==> src/rtl/rf_wb_arb.sv <==
// Register-file writeback arbiter: three requesters share one RF write port, plus a busy scoreboard.
// Default arbitration is fixed priority with starvation promotion; define RF_WB_RR_EN for round-robin.
module rf_wb_arb #(
  parameter int unsigned STARVE_LIMIT = 8
) (
  input  logic        clk,
  input  logic        rst,
  input  logic        alu_valid,
  input  logic [4:0]  alu_reg,
  input  logic [31:0] alu_data,
  output logic        alu_ready,
  input  logic        mem_valid,
  input  logic [4:0]  mem_reg,
  input  logic [31:0] mem_data,
  output logic        mem_ready,
  input  logic        md_valid,
  input  logic [4:0]  md_reg,
  input  logic [31:0] md_data,
  output logic        md_ready,
  output logic        rf_write,
  output logic [4:0]  rf_write_reg,
  output logic [31:0] rf_write_data,
  input  logic        claim_valid,
  input  logic [4:0]  claim_reg,
  input  logic [4:0]  q_reg1,
  input  logic [4:0]  q_reg2,
  output logic        q_busy1,
  output logic        q_busy2
);
  localparam int NREQ = 3;  // index 0 = alu, 1 = mem, 2 = md

  typedef struct packed {
    logic [4:0]  rd;
    logic [31:0] data;
  } wb_req_t;

  logic [NREQ-1:0] w_valid, w_gnt_raw, w_gnt;
  wb_req_t         w_req [NREQ];
  wb_req_t         w_win;
  logic            w_xfer;
  logic [31:0]     w_busy_nxt;
  logic [31:0]     r_busy;
  logic            r_wr;
  logic [4:0]      r_wr_reg;
  logic [31:0]     r_wr_data;

  assign w_valid = {md_valid, mem_valid, alu_valid};
  assign w_req[0] = '{rd: alu_reg, data: alu_data};
  assign w_req[1] = '{rd: mem_reg, data: mem_data};
  assign w_req[2] = '{rd: md_reg,  data: md_data};

`ifdef RF_WB_RR_EN
  // r_ptr names the requester where the search starts
  logic [1:0] r_ptr;

  always_comb begin
    w_gnt_raw = '0;
    case (r_ptr)
      2'd1: begin
        if (w_valid[1])      w_gnt_raw = 3'b010;
        else if (w_valid[2]) w_gnt_raw = 3'b100;
        else if (w_valid[0]) w_gnt_raw = 3'b001;
      end
      2'd2: begin
        if (w_valid[2])      w_gnt_raw = 3'b100;
        else if (w_valid[0]) w_gnt_raw = 3'b001;
        else if (w_valid[1]) w_gnt_raw = 3'b010;
      end
      default: begin
        if (w_valid[0])      w_gnt_raw = 3'b001;
        else if (w_valid[1]) w_gnt_raw = 3'b010;
        else if (w_valid[2]) w_gnt_raw = 3'b100;
      end
    endcase
  end

  always_ff @(posedge clk or negedge rst) begin
    if (!rst)            r_ptr <= 2'd0;
    else if (w_gnt[0])   r_ptr <= 2'd1;
    else if (w_gnt[1])   r_ptr <= 2'd2;
    else if (w_gnt[2])   r_ptr <= 2'd0;
  end
`else
  localparam logic [7:0] LIM = 8'(STARVE_LIMIT);

  logic [7:0]      r_starve [NREQ];
  logic [NREQ-1:0] w_prom, w_cand;

  for (genvar g = 0; g < NREQ; g++) begin : g_starve
    assign w_prom[g] = w_valid[g] && (r_starve[g] == LIM);

    always_ff @(posedge clk or negedge rst) begin
      if (!rst)
        r_starve[g] <= '0;
      else if (w_valid[g] && !w_gnt[g]) begin
        if (r_starve[g] != LIM) r_starve[g] <= r_starve[g] + 8'd1;
      end else
        r_starve[g] <= '0;
    end
  end

  // promoted requesters pre-empt the normal order but keep mem > md > alu among themselves
  assign w_cand = (|w_prom) ? w_prom : w_valid;

  always_comb begin
    w_gnt_raw = '0;
    if (w_cand[1])      w_gnt_raw = 3'b010;
    else if (w_cand[2]) w_gnt_raw = 3'b100;
    else if (w_cand[0]) w_gnt_raw = 3'b001;
  end
`endif

  assign w_gnt  = w_gnt_raw & {NREQ{rst}};
  assign w_xfer = |w_gnt;
  assign {md_ready, mem_ready, alu_ready} = w_gnt;

  always_comb begin
    w_win = '0;
    for (int i = 0; i < NREQ; i++)
      if (w_gnt[i]) w_win = w_req[i];
  end

  // clear first, then claim, so a same-cycle claim leaves the reg busy
  always_comb begin
    w_busy_nxt = r_busy;
    if (w_xfer && w_win.rd != 5'd0)        w_busy_nxt[w_win.rd] = 1'b0;
    if (claim_valid && claim_reg != 5'd0)  w_busy_nxt[claim_reg] = 1'b1;
    w_busy_nxt[0] = 1'b0;
  end

  always_ff @(posedge clk or negedge rst) begin
    if (!rst) begin
      r_wr      <= 1'b0;
      r_wr_reg  <= '0;
      r_wr_data <= '0;
      r_busy    <= '0;
    end else begin
      r_wr   <= w_xfer && (w_win.rd != 5'd0);
      r_busy <= w_busy_nxt;
      if (w_xfer) begin
        r_wr_reg  <= w_win.rd;
        r_wr_data <= w_win.data;
      end
    end
  end

  assign rf_write      = r_wr;
  assign rf_write_reg  = r_wr_reg;
  assign rf_write_data = r_wr_data;
  assign q_busy1       = r_busy[q_reg1];
  assign q_busy2       = r_busy[q_reg2];

endmodule

==> config.mk <==
export PLATFORM = sky130hd
export DESIGN_NAME = rf_wb_arb
export DESIGN_NICKNAME = d
export VERILOG_FILES = /design/src/rtl/rf_wb_arb.sv
export SDC_FILE = /design/constraint.sdc
export NUM_CORES = 1
export LEC_CHECK = 0
export CORE_MARGIN = 4
export CORE_UTILIZATION = 64
export DETAILED_ROUTE_END_ITERATION = 6
export DONT_BUFFER_PORTS = 1
export PLACE_DENSITY = 0.9
export SLEW_MARGIN = 15
export SYNTH_ARGS = -nofsm -noshare
export SYNTH_HDL_FRONTEND = slang
export SYNTH_SLANG_ARGS = --single-unit
==> constraint.sdc <==
create_clock -name clk -period 3.5 [get_ports clk]
set_input_delay 0.525 -clock clk [delete_from_list [all_inputs] [get_ports clk]]
set_output_delay 0.525 -clock clk [all_outputs]
set_load 0.02 [all_outputs]
==> results.yml, run 1 <==
power_and_ir_drop:
  p_clk_share_pct: 29.8
  pwr-share-seq_pct: 54.4
  power_leakage_nw: 2.28
  p_comb_share_pct: 15.8
  peakVddDrop_mv: 0.252
  swShare_pct: 31.1
  intPower_mw: 1.81
  power_switching_mw: 0.818
  p_total_mw: 2.63
  power_density_mw_per_mm2: 483
clock_network:
  clockBufferDepth: 2
  cts.sinks: 93
  cts_setup_buffers: 0
  cts_root_buffer: "clkbuf_8"
  cts_tree: "built"
  clk_pin_slew_worst_paths_ps: 90
  cts_htree_levels: 3
  cts_buffers: 9
  clk_latency_ps: 360
logic_synthesis:
  synth-adder-area-share_pct: 1.46
  syn_nets: 638
  synth_xor_area_share_pct: 2.89
  synth_compound_area_share_pct: 22.1
  synth_flop_cell: "dfrtp_1"
  syn_area_mm2: 0.00516
  muxShareOfSynthArea_pct: 9.17
  synth_cell_type_count: 60
  syn_inst: 500
  yosysWarnings: 0
  async_reset_ff_share_pct: 100
  synth-simple-area-share_pct: 14.6
  seq_area_frac_synth_pct: 45.1
  synth_edf_count: 0
  synth-seq-cells: 93
  synth_top_family_by_area: "compound AO/OA/AOI/OAI gates"
  avgSynthCellArea_um2: 10.3
floorplanning:
  placementRows: 32
  die_w_um: 97.8
  core_area_mm2: 0.00777
  ios: 175
  dieArea_mm2: 0.00956
  start_util_pct: 66.4
  die_h_um: 97.8
critical_path:
  required_ps: 3750
  worstSetupPathType: "flop to flop"
  worstSetupEndpointType: "flop"
  crit_fanout: 11
  arrival_ps: 3530
  start_kind: "flop"
  reg2reg_slack_ps: 220
global_routing:
  grt_max_degree: 94
  grt.busiest_layer: "met2"
  grt_pass1_wl_um: 22800
  met3_usage_pct: 7.43
  antenna_found_initial: 0
  grtUsageMet2_pct: 45.7
  grt_use_total_pct: 29.7
  met1_usage_pct: 41.0
  grt_pass1_vias: 4298
  grt-ovfl-total: 0
sta:
  setup_violations: 0
  hold_viol: 0
  rsz0062_at_grt: "no"
  fin_tns_setup_ps: 0
  setup_ws_ps: 217
  clock.fmax_ghz: 0.305
  min_period_ps: 3280
  final.setup_skew_ps: 8.60
  worst_slew_pin_slew_ps: 1220
  fin_crit_sh_pct: 93.8
  final_max_slew_viol_count: 0
  slew_headroom_pct: 18.0
  holdWs_ps: 44.8
cells_and_area:
  final_common_cell: "dfrtp_1"
  syn_to_final_growth_pct: 5.46
  design_area_mm2: 0.00544
  final_cell_mix: "93 x dfrtp_1, 61 x nor2_1, 38 x nand2_1, 35 x a21oi_1, 32 x a222oi_1"
  fin_util_pct: 70.0
  nets: 625
  antennaDiodeCount: 0
  largest_reg_flops: 32
  fin_cells: 592
  fillers: 551
  drive_gt1_share_pct: 12.9
detailed_routing:
  wl_per_cell_um: 23.9
  drtAntennaViolNets: 0
  drt_iter0_drc: 581
  drc: 10
  viasPerCell: 7.35
  dr.pass1.iters: 7
  routed-via-count: 4351
  wirelength_um: 14100
place:
  io_buffers: 0
  dp.cells: 577
  placedInstanceArea_mm2: 0.00520
  place_ws_ps: 331
  detailed_place_hpwl_um: 10400
  place.gp.congestion: 0.886
outcome:
  violations: "DRC"
  outcome: "complete, but fails checks"
min_path:
  hold_class: "input pin to asynchronous set/reset pin"
job:
  cap_violations: 0
## power groups by stage
stage / clock network (mW) / logic (mW) / registers, mW
final: 0.783 / 0.416 / 1.43
after global routing: 0.838 / 0.466 / 1.44
after CTS: 0.789 / 0.412 / 1.42
after detailed placement: 0 / 0.387 / 1.44
after global placement: 0 / 0.365 / 1.44
after floorplan: 0 / 0.335 / 1.39
## final timing paths
path,from,to,cells after the start
setup / recovery,r_starve[8],r_busy[18],9
hold / removal,rst,r_starve[14],1
hold reg to reg,r_busy[4],r_busy[4],2
setup reg to reg,r_starve[8],r_busy[18],9
min in group clk,claim_reg[4],r_busy[1],1
max in group asynchronous,rst,r_busy[10],1
## layout make-up
cell class                 count  area [um^2]  share of cell area (%)
tap                          102          128                    2.35
inverter                      25         93.8                    1.72
timing repair buffer           8         80.1                    1.47
sequential                    93         2330                    42.8
multi-input combinational    350         2600                    47.8
clock buffer                  10          138                    2.53
clock inverter                 4         73.8                    1.36
## cells by family (layout without fill, tap and decap cells)
logic type               count (synthesis)  in the layout
adder cells (fa/ha/maj)                  6              6
XOR/XNOR                                17             17
multiplexers                            24             24
buffers and inverters                   57             47
AO/OA/AOI/OAI                          153            153
AND/OR/NAND/NOR                        150            150
flip-flops                              93             93
## Yosys cell counts (3+ instances only)
| cell type | number | area share, % |
|---|---|---|
| a222oi_1 | 32 | 6.2 |
| mux2_2 | 6 | 1.3 |
| xnor2_1 | 4 | 0.68 |
| nor2_1 | 61 | 4.4 |
| nand3_1 | 12 | 1.2 |
| ha_1 | 6 | 1.5 |
| nand3b_1 | 4 | 0.58 |
| nand4_1 | 4 | 0.49 |
| o21ai_0 | 21 | 2.0 |
| mux4_2 | 18 | 7.9 |
| and2_1 | 3 | 0.36 |
| buf_2 | 4 | 0.39 |
| a22o_1 | 5 | 0.85 |
| xor2_1 | 13 | 2.2 |
| o41ai_1 | 16 | 2.7 |
| o221ai_1 | 9 | 1.5 |
| dfrtp_1 | 93 | 45 |
| inv_1 | 23 | 1.7 |
| a21oi_1 | 35 | 3.4 |
| a21o_1 | 7 | 1.0 |
| nand2_1 | 38 | 2.8 |
| and3_1 | 9 | 1.1 |
| clkbuf_1 | 24 | 1.7 |
| a22oi_1 | 7 | 1.0 |
## metal layers
layer / part of all wire (%) / up-vias / wire length (um)
met1: 38 / 2129 / 5430
met4: 3.0 / 0 / 422
met5: 0 / - / 0
li1: - / 1900 / -
met3: 10 / 42 / 1410
met2: 49 / 280 / 6880
## critical path: stages, from the launching register on
cell	delay (ps)
dfrtp_1	430
inv_1	100
ha_1	210
and4bb_2	240
a211oi_1	320
o21ai_2	140
buf_4	180
o21ai_0	940
nand3_1	320
a21o_1	280
## timing repair
action                                 4_1_cts  5_1_grt
endpoints found under the hold margin       93        0
hold buffers                                 1        0
setup endpoints to repair                    0        0
gates resized for setup                      0        0
(Power assumes the default switching activity.)
==> run 2, diff against run 1 <==
--- a/config.mk
+++ b/config.mk
@@ -7,6 +7,7 @@
 export LEC_CHECK = 0
 export CORE_MARGIN = 4
 export CORE_UTILIZATION = 64
+export CTS_CLUSTER_SIZE = 14
 export DETAILED_ROUTE_END_ITERATION = 6
 export DONT_BUFFER_PORTS = 1
 export PLACE_DENSITY = 0.9
==> results of run 2 <==
The final DEF is identical to that of run 1; final timing and power are the same.
